==> src/rtl/aion_guard_pkg.sv <==
// Shared types and width helpers for the Guardian scram interlock.
// Also carries the Q16.16 sample type used by the telemetry buses.
package aion_burn_types_v1;

  typedef logic signed [31:0] q16_16_t;

endpackage

package aion_guard_pkg;

  typedef aion_burn_types_v1::q16_16_t q16_16_t;

  typedef enum logic [1:0] {
    IDLE    = 2'd0,
    ARMED   = 2'd1,
    TRIPPED = 2'd2
  } guard_state_e;

  // Bits needed to hold 0..max_v inclusive.
  function automatic int cnt_w(input int unsigned max_v);
    return (max_v < 1) ? 1 : $clog2(max_v + 1);
  endfunction

  // Bits needed for a channel index (minimum 1).
  function automatic int idx_w(input int unsigned n);
    return (n > 1) ? $clog2(n) : 1;
  endfunction

  localparam int DEBOUNCE_DEF   = 3;
  localparam int STALE_CYC_DEF  = 1024;
  localparam int DEBOUNCE_W_DEF = cnt_w(DEBOUNCE_DEF);
  localparam int STALE_W_DEF    = cnt_w(STALE_CYC_DEF);

endpackage

==> src/rtl/aion_guard_channel.sv <==
// One Guardian channel: signed limit compare, excursion debounce,
// arm-qualification flag and optional stale watchdog.
// Ports: clk/rst, data_i/valid_i sample, lo_i/hi_i limits, idle_i;
// trip_now_o, stale_now_o, cnt_zero_o, seen_ok_o status.
// Watchdog present only with AION_GUARD_STALE_WDOG_EN defined.
module aion_guard_channel
  import aion_guard_pkg::*;
#(
  parameter int DATA_W    = 32,
  parameter int DEBOUNCE  = 3,
  parameter int STALE_CYC = 1024
) (
  input  logic              clk,
  input  logic              rst,
  input  logic [DATA_W-1:0] data_i,
  input  logic              valid_i,
  input  logic [DATA_W-1:0] lo_i,
  input  logic [DATA_W-1:0] hi_i,
  input  logic              idle_i,
  output logic              trip_now_o,
  output logic              stale_now_o,
  output logic              cnt_zero_o,
  output logic              seen_ok_o
);

  localparam int EW = cnt_w(DEBOUNCE);
  localparam logic [EW-1:0] DB = EW'(DEBOUNCE);

  logic [EW-1:0] exc_q, exc_d;
  logic          seen_q, seen_d;
  logic          oor, ok_now;

  assign oor = ($signed(data_i) < $signed(lo_i)) ||
               ($signed(data_i) > $signed(hi_i));
  assign ok_now = valid_i & ~oor;

  always_comb begin
    exc_d = exc_q;
    if (valid_i) begin
      if (!oor)            exc_d = '0;
      else if (exc_q == DB) exc_d = DB;
      else                 exc_d = exc_q + 1'b1;
    end
  end

  // A saturated counter keeps re-asserting the trip on each further
  // out-of-range sample, which is what blocks a premature clear.
  assign trip_now_o = valid_i & oor & (exc_d == DB);
  assign cnt_zero_o = (exc_q == '0);

  // Arm qualification only accumulates while the FSM sits in IDLE.
  assign seen_d    = idle_i & (seen_q | ok_now);
  assign seen_ok_o = seen_q | ok_now;

  always_ff @(posedge clk or posedge rst) begin
    if (rst) begin
      exc_q  <= '0;
      seen_q <= 1'b0;
    end else begin
      exc_q  <= exc_d;
      seen_q <= seen_d;
    end
  end

`ifdef AION_GUARD_STALE_WDOG_EN
  localparam int SW = cnt_w(STALE_CYC);
  localparam logic [SW-1:0] SL = SW'(STALE_CYC);

  logic [SW-1:0] stale_q, stale_d;

  always_comb begin
    stale_d = stale_q;
    if (valid_i)           stale_d = '0;
    else if (stale_q != SL) stale_d = stale_q + 1'b1;
  end

  assign stale_now_o = ~valid_i & (stale_d == SL);

  always_ff @(posedge clk or posedge rst) begin
    if (rst) stale_q <= '0;
    else     stale_q <= stale_d;
  end
`else
  assign stale_now_o = 1'b0;
`endif

endmodule

==> src/rtl/aion_guardian_scram_array.sv <==
// Multi-channel Guardian interlock with latched fail-safe scram_alarm.
// Ports: clk/rst, ch_data/ch_valid, lim_lo/lim_hi, clear_req in;
// scram_alarm, trip_cause, stale_cause, first_ch, state out.
// Optional stale watchdog: define AION_GUARD_STALE_WDOG_EN.
module aion_guardian_scram_array
  import aion_guard_pkg::*;
#(
  parameter int N_CH      = 4,
  parameter int DATA_W    = 32,
  parameter int DEBOUNCE  = 3,
  parameter int STALE_CYC = 1024
) (
  input  logic                     clk,
  input  logic                     rst,
  input  logic [N_CH*DATA_W-1:0]   ch_data,
  input  logic [N_CH-1:0]          ch_valid,
  input  logic [N_CH*DATA_W-1:0]   lim_lo,
  input  logic [N_CH*DATA_W-1:0]   lim_hi,
  input  logic                     clear_req,
  output logic                     scram_alarm,
  output logic [N_CH-1:0]          trip_cause,
  output logic [N_CH-1:0]          stale_cause,
  output logic [idx_w(N_CH)-1:0]   first_ch,
  output logic [1:0]               state
);

  localparam int FW = idx_w(N_CH);

  logic [1:0]             state_q, state_d;
  logic                   alarm_q, alarm_d;
  logic [N_CH-1:0]        trip_q, trip_d;
  logic [N_CH-1:0]        stale_q, stale_d;
  logic [FW-1:0]          first_q, first_d;
  logic [N_CH*DATA_W-1:0] lo_q, hi_q;
  logic [N_CH*DATA_W-1:0] lo_use, hi_use;
  logic                   cap;

  logic [N_CH-1:0] trip_now, stale_now, cnt_zero, seen_ok;
  logic            idle, arm_ok, any_hit, clr_ok;
  logic [FW-1:0]   first_enc;

  assign idle = (state_q == IDLE);

  // Limits are not yet captured in IDLE, so arm qualification
  // checks samples against the live limit inputs.
  assign lo_use = idle ? lim_lo : lo_q;
  assign hi_use = idle ? lim_hi : hi_q;

  for (genvar i = 0; i < N_CH; i++) begin : g_ch
    aion_guard_channel #(
      .DATA_W   (DATA_W),
      .DEBOUNCE (DEBOUNCE),
      .STALE_CYC(STALE_CYC)
    ) u_ch (
      .clk        (clk),
      .rst        (rst),
      .data_i     (ch_data[i*DATA_W +: DATA_W]),
      .valid_i    (ch_valid[i]),
      .lo_i       (lo_use[i*DATA_W +: DATA_W]),
      .hi_i       (hi_use[i*DATA_W +: DATA_W]),
      .idle_i     (idle),
      .trip_now_o (trip_now[i]),
      .stale_now_o(stale_now[i]),
      .cnt_zero_o (cnt_zero[i]),
      .seen_ok_o  (seen_ok[i])
    );
  end

  assign arm_ok  = &seen_ok;
  assign any_hit = |(trip_now | stale_now);
  assign clr_ok  = clear_req & (&cnt_zero) & ~any_hit;

  always_comb begin
    first_enc = '0;
    for (int i = N_CH - 1; i >= 0; i--) begin
      if (trip_now[i] | stale_now[i]) first_enc = FW'(i);
    end
  end

  always_ff @(posedge clk or posedge rst) begin
    if (rst) state_q <= IDLE;
    else     state_q <= state_d;
  end

  always_comb begin
    state_d = state_q;
    case (state_q)
      IDLE:    if (arm_ok)  state_d = ARMED;
      ARMED:   if (any_hit) state_d = TRIPPED;
      TRIPPED: if (clr_ok)  state_d = ARMED;
      default: state_d = TRIPPED;
    endcase
  end

  always_comb begin
    trip_d  = trip_q;
    stale_d = stale_q;
    first_d = first_q;
    cap     = 1'b0;
    case (state_q)
      IDLE: cap = arm_ok;
      ARMED: begin
        if (any_hit) begin
          trip_d  = trip_q | trip_now;
          stale_d = stale_q | stale_now;
          first_d = first_enc;
        end
      end
      TRIPPED: begin
        if (clr_ok) begin
          trip_d  = '0;
          stale_d = '0;
          cap     = 1'b1;
        end else begin
          trip_d  = trip_q | trip_now;
          stale_d = stale_q | stale_now;
        end
      end
      default: ;
    endcase
    alarm_d = (state_d != ARMED);
  end

  always_ff @(posedge clk or posedge rst) begin
    if (rst) begin
      alarm_q <= 1'b1;
      trip_q  <= '0;
      stale_q <= '0;
      first_q <= '0;
      lo_q    <= '0;
      hi_q    <= '0;
    end else begin
      alarm_q <= alarm_d;
      trip_q  <= trip_d;
      stale_q <= stale_d;
      first_q <= first_d;
      if (cap) begin
        lo_q <= lim_lo;
        hi_q <= lim_hi;
      end
    end
  end

  assign scram_alarm = alarm_q;
  assign trip_cause  = trip_q;
  assign stale_cause = stale_q;
  assign first_ch    = first_q;
  assign state       = state_q;

endmodule

==> config.mk <==
export PLATFORM = sky130hd
export DESIGN_NAME = aion_guardian_scram_array
export DESIGN_NICKNAME = d
export VERILOG_FILES = /design/src/rtl/aion_guard_pkg.sv /design/src/rtl/aion_guard_channel.sv /design/src/rtl/aion_guardian_scram_array.sv
export SDC_FILE = /design/constraint.sdc
export NUM_CORES = 1
export LEC_CHECK = 0
export CAP_MARGIN = 20
export CORE_MARGIN = 1.5
export CORE_UTILIZATION = 45
export DETAILED_ROUTE_END_ITERATION = 8
export PLACE_DENSITY = 0.72
export SLEW_MARGIN = 5
export SYNTH_ARGS = -nofsm -noshare
export SYNTH_HDL_FRONTEND = slang
export SYNTH_SLANG_ARGS = --single-unit
==> constraint.sdc <==
create_clock -name clk -period 24 [get_ports clk]
set_clock_uncertainty 0.05 [all_clocks]
set_input_delay 3.6 -clock clk [delete_from_list [all_inputs] [get_ports clk]]
set_output_delay 3.6 -clock clk [all_outputs]
set_load 0.01 [all_outputs]
==> metrics.md, run 1 <==
| Metric | Value |
|---|---|
| Final number of setup-violating endpoints | 0 |
| Final period utilization | a little under two fifths |
| Standard cell core area | 41200 um^2 |
| Endpoint class of the critical path | flip-flop |
| Hold Fails Final Rpt | 0 |
| Maximum Capacitance Violations | 0 |
| Setup bufs post-CTS | 0 |
| Type of the setup path with the least slack | in -> reg |
| Cell Area, Synth | around 19000 um^2 |
| Final Net Count | 2646 |
| Gate family responsible for the most delay along the worst path | buffers and inverters |
| Clk_lat worst skew | 530 ps |
| Setup slack at placement | 14560 ps |
| CTS resizes | 0 |
| CP Cell Sequence | clkdlybuf4s50_1 -> mux2i_1 -> ha_1 -> a21o_1 -> a221o_1 -> a221oi_1 -> o311ai_0 -> or3b_2 -> nand4_1 -> o21ba_2 -> o31a_2 -> buf_4 -> buf_4 -> mux2_2 |
| Total wirelength of the detailed-routed design | roughly 54 mm |
| Most used cell, CP | sky130_fd_sc_hd__buf_4 |
| Crit path time final | between 8000 and 9000 ps |
| Pre-antenna DRT Iters | 4 |
| Fmax achieved | 112 MHz |
| CTS Buf Count | 35 |
| Area growth syn-to-layout | 29.7% |
| Number of H-tree branching levels | 2 |
| TritonCTS sink count | around 280 |
| Number of vias after detailed routing | about 14000 |
| Die Outline Area | about 43000 um^2 |
| Starting DRT DRC Count | roughly 700 |
| Post-synthesis cell type count | 60 |
| Avg Inst Size Synth | 11.7 um^2 |
| Synth top area share | roughly 36% |
| Starting utilization of the core area | a little under half |
| Vias in the first global route | between 15000 and 20000 |
| Slowest CP cell | sky130_fd_sc_hd__buf_4 |
| I/O pin count | 404 |
| Worst hold margin | about 430 ps |
| Wire length of the first global-routing pass | ~84 mm |
| Hold crit path type | reg -> reg |
| Filler cell count in the final layout | ~3300 |
| Relative slew slack | between 20 and 25% |
| CTS tree | done |
| Outcome | completed |
| Remaining DRCs | 0 |
| Maximum vdd drop | 0.0431 mV |
| Row Count | 74 |
| Proportion of synthesized flip-flops having asynchronous set or reset | 100% |
| Number of enable-type register cells in the synthesized netlist | 0 |
| Commonest cells after routing, fill and taps aside | 399 x sky130_fd_sc_hd__clkdlybuf4s50_1, 276 x sky130_fd_sc_hd__dfrtp_1, 252 x sky130_fd_sc_hd__ha_1 |
| Final HPWL from detailed placement | about 40 mm |
| Deepest clock path buffer count | 3 |
| Required time at the endpoint of the critical path | between 20000 and 25000 ps |
| Per-cell via count in the routed design | approximately 5.6 |
| Post-CTS clock slew at the launch and capture registers of the worst setup and hold paths | about 60 ps |
| Pin count of the biggest net entering global routing | 81 |
| Share of layout cells above drive strength 1 | around 14% |
| Leading post-synthesis cells by cell area | sky130_fd_sc_hd__dfrtp_1 36%, sky130_fd_sc_hd__ha_1 17%, sky130_fd_sc_hd__mux2i_1 13%, sky130_fd_sc_hd__mux2_2 8.4%, sky130_fd_sc_hd__mux2_4 5.5% |
| Critical-path maximum fanout | 64 |
| Placer Congestion | about 0.86 |
| Final sum of negative setup slack | 0 ps |
| Wire length per cell after detailed routing | 20.9 um |
| Total leakage power | 0.0117 uW |
| R2r setup slk | between 15000 and 20000 ps |
| Arrival time at the worst endpoint | about 9300 ps |
| Hold buffer count at cts | 0 |
| Number of storage elements in the synthesis netlist | about 280 |
| Die H | around 210 um |
| Die width | 208 um |
| Final count of pins violating max slew | 0 |
| Most instantiated flip-flop cell in the synthesis netlist | sky130_fd_sc_hd__dfrtp_1 |
| Buffers & Inverters on Critical Path | 3 |
| Yosys warns | 0 |
| Aggregate global-route resource usage | between 20 and 25% |
| Final core utilization | between 50% and 60% |
| DRT antenna net count | 0 |
| Worst Setup Start Kind | input port |
| Proportion of synthesized chip area in sequential cells | around 37% |
| Slew of the pin with the lowest slew margin | between 1000 and 1500 ps |
| Leading cell type in the layout, fill and taps excluded | sky130_fd_sc_hd__clkdlybuf4s50_1 |
| Least setup slack across all paths after layout | about 15000 ps |
| Cell type with the largest total area after synthesis | sky130_fd_sc_hd__dfrtp_1 |
| Post-synthesis cell count | approximately 1600 |
| RSZ-0062 raised after global routing | false |
| CTS root buf | sky130_fd_sc_hd__clkbuf_16 |
| Delay of the slowest critical-path stage | ~940 ps |
| Areal power density over the cells | about 70 nW/um^2 |
| IO Port Bufs | between 300 and 400 |
| Number of antenna violations at the first check in global routing | 12 |
| Total overflow reported by the global router | 0 |
## worst register-to-register path: cells and delay by family, from the launching register on
kind | cells | cell delay [ps]
and+or+nand+nor | 5 | 1570
adders and majority gates | 1 | 340
DFF | 1 | 340
buffers and inverters | 4 | 3310
AOI/OAI and AO/OA | 4 | 1470
muxes | 2 | 770
## where the power goes
part	total, uW	leakage [uW]	switching [uW]	internal [uW]
logic	629	0.00734	310	319
clock network	534	0.000560	211	323
registers	575	0.00375	38.9	536
total	1740	0.0117	559	1180
## metal layers
metal  global-route usage [%]  vias up  share of wire, %
met1                     31.8     7107                45
met2                     41.0      352                47
li1                         -     6907                 -
met3                     4.23      110               4.5
met4                     10.6       10               3.9
met5                        0        -              0.11
## path summary, 6_finish.rpt
kind                                             from                             to  depth (start not counted)
max in group asynchronous                         rst  g_ch[3].u_ch.seen_q$_DFF_PP0_                          4
worst min register to register  hi_q[121]$_DFFE_PP0P_          hi_q[121]$_DFFE_PP0P_                          1
worst min-delay path            hi_q[121]$_DFFE_PP0P_          hi_q[121]$_DFFE_PP0P_                          1
min in group asynchronous                         rst          lo_q[123]$_DFFE_PP0P_                          2
worst max register to register     state[1]$_DFF_PP0_           hi_q[63]$_DFFE_PP0P_                         16
worst max-delay path                       lim_lo[53]           hi_q[63]$_DFFE_PP0P_                         14
## logic make-up after synthesis
| kind of cell | Yosys count | share of synthesized area [%] |
|---|---|---|
| buf+inv | 90 | 2.35 |
| fa+ha+maj | 252 | 16.6 |
| simple gates | 231 | 6.11 |
| compound gates | 255 | 8.38 |
| other cells | 1 | 0.0198 |
| mux | 507 | 29.9 |
| flops | 277 | 36.6 |
## final cells by class
cell class	instances	area (um^2)	share of cell area [%]
clock inverters	6	80.1	0.326
flip-flops and latches	277	6930	28.2
inverters	26	105	0.428
well taps	532	666	2.71
multi-input cells	1249	11600	47.2
diodes	7	17.5	0.0713
clock buffers	57	1060	4.32
repair buffers	414	4110	16.7
## state kept, by name, indices dropped and copies added, names as in the netlist
name and cells:
scram_alarm 1, hi_q 128, state 2, trip_cause 4
first_ch 2, g_ch.u_ch.seen_q 4, g_ch.u_ch.exc_q 8, lo_q 128
## cell usage after synthesis (16+ instances only)
cell and number:
sky130_fd_sc_hd__ha_1 252, sky130_fd_sc_hd__a21o_1 16, sky130_fd_sc_hd__a21oi_1 109, sky130_fd_sc_hd__nand3_1 28
sky130_fd_sc_hd__clkbuf_1 18, sky130_fd_sc_hd__o21ai_0 46, sky130_fd_sc_hd__dfrtp_1 276, sky130_fd_sc_hd__mux2_1 48
sky130_fd_sc_hd__inv_1 26, sky130_fd_sc_hd__mux2i_1 248, sky130_fd_sc_hd__mux2_4 70, sky130_fd_sc_hd__nand2_1 71
sky130_fd_sc_hd__nand4_1 44, sky130_fd_sc_hd__mux2_2 141, sky130_fd_sc_hd__nor2_1 38, sky130_fd_sc_hd__buf_1 19
## stage by stage
step,cell area (um^2),total power [uW],instances
final,24600,1740,2568
after global routing,24600,1860,2568
after CTS,24500,1760,2561
after detailed placement,23400,1210,2498
after global placement,23400,1180,2497
after floorplan,19000,1010,1616
Power figures use the tool's default switching activity.
==> run 2: changes to the inputs <==
Clock period 24 ns to 8.69 ns, I/O delays scaled along.
==> metrics.md, run 2 (synthesis gave the netlist of run 1 again) <==
| Metric | Value |
|---|---|
| Outcome | completed (unchanged) |
| Leading cell type in the layout, fill and taps excluded | sky130_fd_sc_hd__clkdlybuf4s50_1 (unchanged) |
| Wire length of the first global-routing pass | 83.2 mm (was 84.4 mm) |
| Wire length per cell after detailed routing | 20.5 um (was 20.9 um) |
| R2r setup slk | 2710 ps (was 16020 ps) |
| Number of vias after detailed routing | 14500 (about the same) |
| Share of layout cells above drive strength 1 | 14.3% (was 14.1%) |
| Hold Fails Final Rpt | 0 (unchanged) |
| Hold path cells | 1 (unchanged) |
| Area growth syn-to-layout | 30.5% (was 29.7%) |
| Endpoint class of the critical path | flip-flop (unchanged) |
| Critical-path maximum fanout | 52 (was 64) |
| Deepest clock path buffer count | 3 (unchanged) |
| Fmax achieved | ~170 MHz |
| Final number of setup-violating endpoints | 0 (unchanged) |
| Final count of pins violating max slew | 0 (unchanged) |
| TritonCTS sink count | 277 (unchanged) |
| Total overflow reported by the global router | 0 (unchanged) |
| Maximum Capacitance Violations | 0 (unchanged) |
| Relative slew slack | 37.3% (was 24.5%) |
| I/O pin count | 404 (unchanged) |
| Aggregate global-route resource usage | 24.3% (was 24.7%) |
| Total leakage power | 0.0117 uW (about the same) |
| Final HPWL from detailed placement | 40.2 mm (was 40.4 mm) |
| Commonest cells after routing, fill and taps aside | 399 x sky130_fd_sc_hd__clkdlybuf4s50_1, 276 x sky130_fd_sc_hd__dfrtp_1, 252 x sky130_fd_sc_hd__ha_1 (unchanged) |
| Die H | 208 um (unchanged) |
| Filler cell count in the final layout | 3286 (was 3303) |
| Setup bufs post-CTS | 0 (unchanged) |
| Total wirelength of the detailed-routed design | 52.8 mm (was 53.6 mm) |
| Row Count | 74 (unchanged) |
| Standard cell core area | 41200 um^2 (unchanged) |
| Remaining DRCs | 0 (unchanged) |
| Gate family responsible for the most delay along the worst path | simple AND/OR/NAND/NOR gates (was buffers and inverters) |
| Origin of the critical flop-to-flop path | state[1]$_DFF_PP0_ (unchanged) |
| Final Net Count | 2649 (was 2646) |
| Hold buffer count at cts | 0 (unchanged) |
| IO Port Bufs | 399 (unchanged) |
| Post-CTS clock slew at the launch and capture registers of the worst setup and hold paths | 60 ps (about the same) |
| Worst Hold Endpoint | hi_q[126]$_DFFE_PP0P_ (was hi_q[121]$_DFFE_PP0P_) |
| Delay of the slowest critical-path stage | 700 ps (was 940 ps) |
| DRT antenna net count | 0 (unchanged) |
| Number of antenna violations at the first check in global routing | 12 (unchanged) |
| Type of the setup path with the least slack | reg -> reg (was in -> reg) |
| Crit path time final | approximately 6000 ps |
| Starting utilization of the core area | 46.0% (unchanged) |
| Area taken by flip-flops and latches | 6930 um^2 (unchanged) |
| CTS tree | done (unchanged) |
| Hold crit path type | reg -> reg (unchanged) |
| Placed Area | 23400 um^2 (about the same) |
| Clk_lat worst skew | 550 ps (was 530 ps) |
| Final sum of negative setup slack | 0 ps (unchanged) |
| Buffers & Inverters on Critical Path | 3 (unchanged) |
| Areal power density over the cells | 198 nW/um^2 (was 70.8 nW/um^2) |
| RSZ-0062 raised after global routing | false (unchanged) |
| CTS root buf | sky130_fd_sc_hd__clkbuf_16 (unchanged) |
| CTS Buf Count | 36 (was 35) |
| Maximum vdd drop | 0.123 mV (was 0.0431 mV) |
| Number of H-tree branching levels | 2 (unchanged) |
| CTS resizes | 0 (unchanged) |
| Slowest CP cell | sky130_fd_sc_hd__nor2_4 (was sky130_fd_sc_hd__buf_4) |
| Die Outline Area | 43300 um^2 (unchanged) |
| Pin count of the biggest net entering global routing | 131 (was 81) |
| Required time at the endpoint of the critical path | 9050 ps (was 24360 ps) |
| Depth of the worst register-to-register path | 14 (was 16) |
| Cell area after layout | 24700 um^2 (was 24600 um^2) |
| Slew of the pin with the lowest slew margin | 941 ps (was 1130 ps) |
| Starting DRT DRC Count | 665 (was 685) |
| Launch instance of the worst min-delay path | hi_q[126]$_DFFE_PP0P_ (was hi_q[121]$_DFFE_PP0P_) |
| Area of the multi-input gates | 11600 um^2 (unchanged) |
| Destination of the worst register-to-register timing path | lo_q[49]$_DFFE_PP0P_ (was hi_q[63]$_DFFE_PP0P_) |
| CP Cell Sequence | nor2_4 -> buf_4 -> mux2i_1 -> ha_1 -> nand4_1 -> a21oi_1 -> or4b_1 -> or4b_1 -> a211o_1 -> a221o_1 -> o31ai_4 -> buf_4 -> buf_16 -> mux2_2 (was clkdlybuf4s50_1 -> mux2i_1 -> ha_1 -> a21o_1 -> a221o_1 -> a221oi_1 -> o311ai_0 -> or3b_2 -> nand4_1 -> o21ba_2 -> o31a_2 -> buf_4 -> buf_4 -> mux2_2) |
| Worst Setup Start Kind | flip-flop (was input port) |
| Total power after layout | 4890 uW (was 1740 uW) |
| Die width | 208 um (unchanged) |
| Registers with the highest flip-flop counts | hi_q: 128 flops, lo_q: 128 flops, g_ch.u_ch.exc_q: 8 flops (unchanged) |
| Pre-antenna DRT Iters | 4 (unchanged) |
| Per-cell via count in the routed design | 5.63 (was 5.64) |
| Placer Congestion | 0.896 (was 0.860) |
| Final period utilization | 68.8% |
| Arrival time at the worst endpoint | 6340 ps (was 9280 ps) |
| Vias in the first global route | 15400 (was 15500) |
run 2: changes by cell type in the layout (fill, tap and decap cells not counted), sizes merged:
cell,before,now
clkinvlp,0,1
inv,26,25
diode,7,9
clkinv,4,3
clkbuf,57,50
bufinv,2,6
buf,15,17
run 2: per-stage QoR:
stage / hold WS [ps] / setup WS (ps) / std cells / utilization [%]
after floorplan: 407 / 3670 / 1616 / -
after global placement: 416 / 2660 / 2498 / 56.9
after detailed placement: 424 / 2500 / 2498 / 56.9
after CTS: 436 / 2470 / 2557 / 59.8
after global routing: 452 / 2340 / 2567 / 60.0
final: 431 / 2710 / 2568 / 60.0
run 2: power by group:
part	switching (uW)	internal, uW
clock	579	986
sequential	115	1480
combinational	847	884
run 2: per-layer routing:
metal / wire length, um / track usage [%]
met1: 23200 / 31.1
met2: 25100 / 40.6
met3: 2690 / 4.33
met4: 1760 / 10.2
met5: 39 / 0
run 2: how the worst max path moves through the flow:
stage	start	to	slack [ps]	depth (start not counted)
finish	state[1]$_DFF_PP0_	lo_q[49]$_DFFE_PP0P_	2710	14
global route	state[1]$_DFF_PP0_	lo_q[96]$_DFFE_PP0P_	2340	14
CTS	state[1]$_DFF_PP0_	lo_q[37]$_DFFE_PP0P_	2470	13
detailed placement	state[1]$_DFF_PP0_	lo_q[47]$_DFFE_PP0P_	2500	13
global placement	state[1]$_DFF_PP0_	lo_q[44]$_DFFE_PP0P_	2660	13
floorplan	rst	first_ch[0]$_DFFE_PP0P_	3670	1
run 2: final cells by class:
class	instances	area share, %
Clock inverter	9	0.790
Timing Repair Buffer	416	17.0
Sequential cell	277	28.1
Antenna cell	9	0.0911
Inverter	26	0.410
Multi-Input combinational cell	1249	46.9
Tap cell	532	2.69
Clock buffer	50	4.11
==> run 3: changes to the inputs <==
Clock period 8.69 ns to 5.9 ns, I/O delays scaled along.
==> metrics.md, run 3 (synthesis gave the netlist of run 1 again) <==
| Metric | Value |
|---|---|
| CTS tree | done (unchanged) |
| Per-cell via count in the routed design | 5.64 (was 5.63) |
| Arrival time at the worst endpoint | 5810 ps (was 6340 ps) |
| Starting DRT DRC Count | 641 (was 665) |
| Deepest clock path buffer count | 3 (unchanged) |
| Type of the setup path with the least slack | reg -> reg (unchanged) |
| Leading cell type in the layout, fill and taps excluded | sky130_fd_sc_hd__clkdlybuf4s50_1 (unchanged) |
| Net load switching power | 2310 uW (was 1540 uW) |
| Pre-antenna DRT Iters | 4 (unchanged) |
| Share of layout cells above drive strength 1 | 14.4% (was 14.3%) |
| Least setup slack across all paths after layout | 457 ps (was 2710 ps) |
| Worst hold margin | 432 ps (was 431 ps) |
| Met1 demand-to-capacity share in global routing | 31.3% (was 31.1%) |
| Number of antenna violations at the first check in global routing | 10 (was 12) |
| Aggregate global-route resource usage | 24.4% (was 24.3%) |
| Number of vias after detailed routing | 14500 (about the same) |
| Vias in the first global route | 15500 (was 15400) |
| Number of H-tree branching levels | 2 (unchanged) |
| Delay of the slowest critical-path stage | 760 ps (was 700 ps) |
| Endpoint class of the critical path | flip-flop (unchanged) |
| Final HPWL from detailed placement | 40.0 mm (was 40.2 mm) |
| CTS resizes | 0 (unchanged) |
| Setup bufs post-CTS | 0 (unchanged) |
| CTS root buf | sky130_fd_sc_hd__clkbuf_16 (unchanged) |
| Outcome | completed (unchanged) |
| Die H | 208 um (unchanged) |
| Starting utilization of the core area | 46.0% (unchanged) |
| Slowest CP cell | sky130_fd_sc_hd__buf_4 (was sky130_fd_sc_hd__nor2_4) |
| Internal portion of total power | 4820 uW (was 3350 uW) |
| Final sum of negative setup slack | 0 ps (unchanged) |
| Area growth syn-to-layout | 30.4% (was 30.5%) |
| Combinational power share | 36.2% (was 35.4%) |
| Switching share of total power | 32.4% (was 31.5%) |
| Hold Fails Final Rpt | 0 (unchanged) |
| Clk_lat worst skew | 550 ps (about the same) |
| CP Cell Sequence | or2_4 -> buf_4 -> buf_4 -> mux2i_1 -> ha_1 -> a21oi_1 -> o21ai_0 -> o221ai_1 -> nand4_1 -> a21oi_1 -> a211oi_1 -> a21oi_1 -> o31a_2 -> buf_4 -> mux2_2 (was nor2_4 -> buf_4 -> mux2i_1 -> ha_1 -> nand4_1 -> a21oi_1 -> or4b_1 -> or4b_1 -> a211o_1 -> a221o_1 -> o31ai_4 -> buf_4 -> buf_16 -> mux2_2) |
| Pin count of the biggest net entering global routing | 159 (was 131) |
| RSZ-0062 raised after global routing | false (unchanged) |
| Die Outline Area | 43300 um^2 (unchanged) |
| Placer Congestion | 0.873 (was 0.896) |
| Maximum vdd drop | 0.196 mV (was 0.123 mV) |
| Buffers & Inverters on Critical Path | 3 (unchanged) |
| CTS Buf Count | 37 (was 36) |
| Filler cell count in the final layout | 3327 (was 3286) |
| Total leakage power | 0.0117 uW (about the same) |
| Relative slew slack | 34.2% (was 37.3%) |
| Row Count | 74 (unchanged) |
| TritonCTS sink count | 277 (unchanged) |
| Remaining DRCs | 0 (unchanged) |
| Most congested layer reported by global routing | met2 (unchanged) |
| Final core utilization | 59.9% (was 60.0%) |
| Area of the multi-input gates | 11600 um^2 (unchanged) |
| I/O pin count | 404 (unchanged) |
| Clock network power share | 31.0% (was 32.0%) |
| R2r setup slk | 460 ps (was 2710 ps) |
| Final count of pins violating max slew | 0 (unchanged) |
| Met3 Track Usage GR | 4.57% (was 4.33%) |
| Wire length per cell after detailed routing | 20.6 um (was 20.5 um) |
| Gate family responsible for the most delay along the worst path | buffers and inverters (was simple AND/OR/NAND/NOR gates) |
| Total wirelength of the detailed-routed design | 53.0 mm (was 52.8 mm) |
| Hold crit path type | reg -> reg (unchanged) |
| Met2 GRT Util | 41.2% (was 40.6%) |
| Relative contribution of sequential cells to total power | 32.8% (was 32.6%) |
| Standard cell core area | 41200 um^2 (unchanged) |
| Final Net Count | 2652 (was 2649) |
| Die width | 208 um (unchanged) |
| Commonest cells after routing, fill and taps aside | 399 x sky130_fd_sc_hd__clkdlybuf4s50_1, 276 x sky130_fd_sc_hd__dfrtp_1, 252 x sky130_fd_sc_hd__ha_1 (unchanged) |
| Fmax achieved | 184 MHz (was 167 MHz) |
| Worst Setup Start Kind | flip-flop (unchanged) |
| Slew of the pin with the lowest slew margin | 987 ps (was 941 ps) |
| Areal power density over the cells | 289 nW/um^2 (was 198 nW/um^2) |
| IO Port Bufs | 399 (unchanged) |
| Final number of setup-violating endpoints | 0 (unchanged) |
| Wire length of the first global-routing pass | 83.8 mm (was 83.2 mm) |
| Post-CTS clock slew at the launch and capture registers of the worst setup and hold paths | 50 ps (was 60 ps) |
| Maximum Capacitance Violations | 0 (unchanged) |
| Critical-path maximum fanout | 53 (was 52) |
| Setup slack at placement | 429 ps (was 2500 ps) |
| Required time at the endpoint of the critical path | 6270 ps (was 9050 ps) |
| Total overflow reported by the global router | 0 (unchanged) |
| Hold buffer count at cts | 0 (unchanged) |
| Crit path time final | 5440 ps (was 5980 ps) |
| Registers with the highest flip-flop counts | hi_q: 128 flops, lo_q: 128 flops, g_ch.u_ch.exc_q: 8 flops (unchanged) |
| DRT antenna net count | 0 (unchanged) |
| Area taken by flip-flops and latches | 6930 um^2 (unchanged) |
| Final period utilization | 92.2% (was 68.8%) |
run 3: cell types whose count changed in the layout (fill, tap and decap cells not counted), sizes merged:
cell	before	now
buf	17	19
clkinv	3	4
clkbuf	50	60
bufinv	6	0
inv	25	26
run 3: cell type report:
class / instances / share of cell area [%]
diodes: 9 / 0.0912
clock buffers: 60 / 4.64
clock inverters: 5 / 0.132
inverters: 26 / 0.410
multi-input cells: 1249 / 46.9
flip-flops and latches: 277 / 28.1
well taps: 532 / 2.70
repair buffers: 418 / 17.1
run 3: stage by stage:
step	cells	power, uW	cell area (um^2)
finish	2576	7130	24700
global route	2575	7590	24700
CTS	2567	7200	24700
detailed placement	2502	4940	23500
global placement	2502	4830	23500
floorplan	1616	4090	19000
run 3: final timing paths:
check,from,endpoint,cells past startpoint
setup / recovery,state[1]$_DFF_PP0_,hi_q[75]$_DFFE_PP0P_,15
hold / removal,hi_q[116]$_DFFE_PP0P_,hi_q[116]$_DFFE_PP0P_,1
setup reg to reg,state[1]$_DFF_PP0_,hi_q[75]$_DFFE_PP0P_,15
hold reg to reg,hi_q[116]$_DFFE_PP0P_,hi_q[116]$_DFFE_PP0P_,1
max in group asynchronous,rst,hi_q[67]$_DFFE_PP0P_,4
min in group asynchronous,rst,state[0]$_DFF_PP0_,3
run 3: power groups by stage:
stage / logic (uW) / registers, uW / clock network [uW]
6_report: 2580 / 2340 / 2210
5_1_grt: 2870 / 2380 / 2350
4_1_cts: 2590 / 2340 / 2270
3_5_place_dp: 2570 / 2370 / 0
3_3_place_gp: 2470 / 2350 / 0
2_1_floorplan: 1770 / 2330 / 0
run 3: metal layers:
layer,wire length (um),part of all wire [%],up-vias
met2,25400,48,357
met3,2390,4.5,96
met5,28,0.053,-
li1,-,-,6944
met4,1670,3.2,4
met1,23500,44,7133
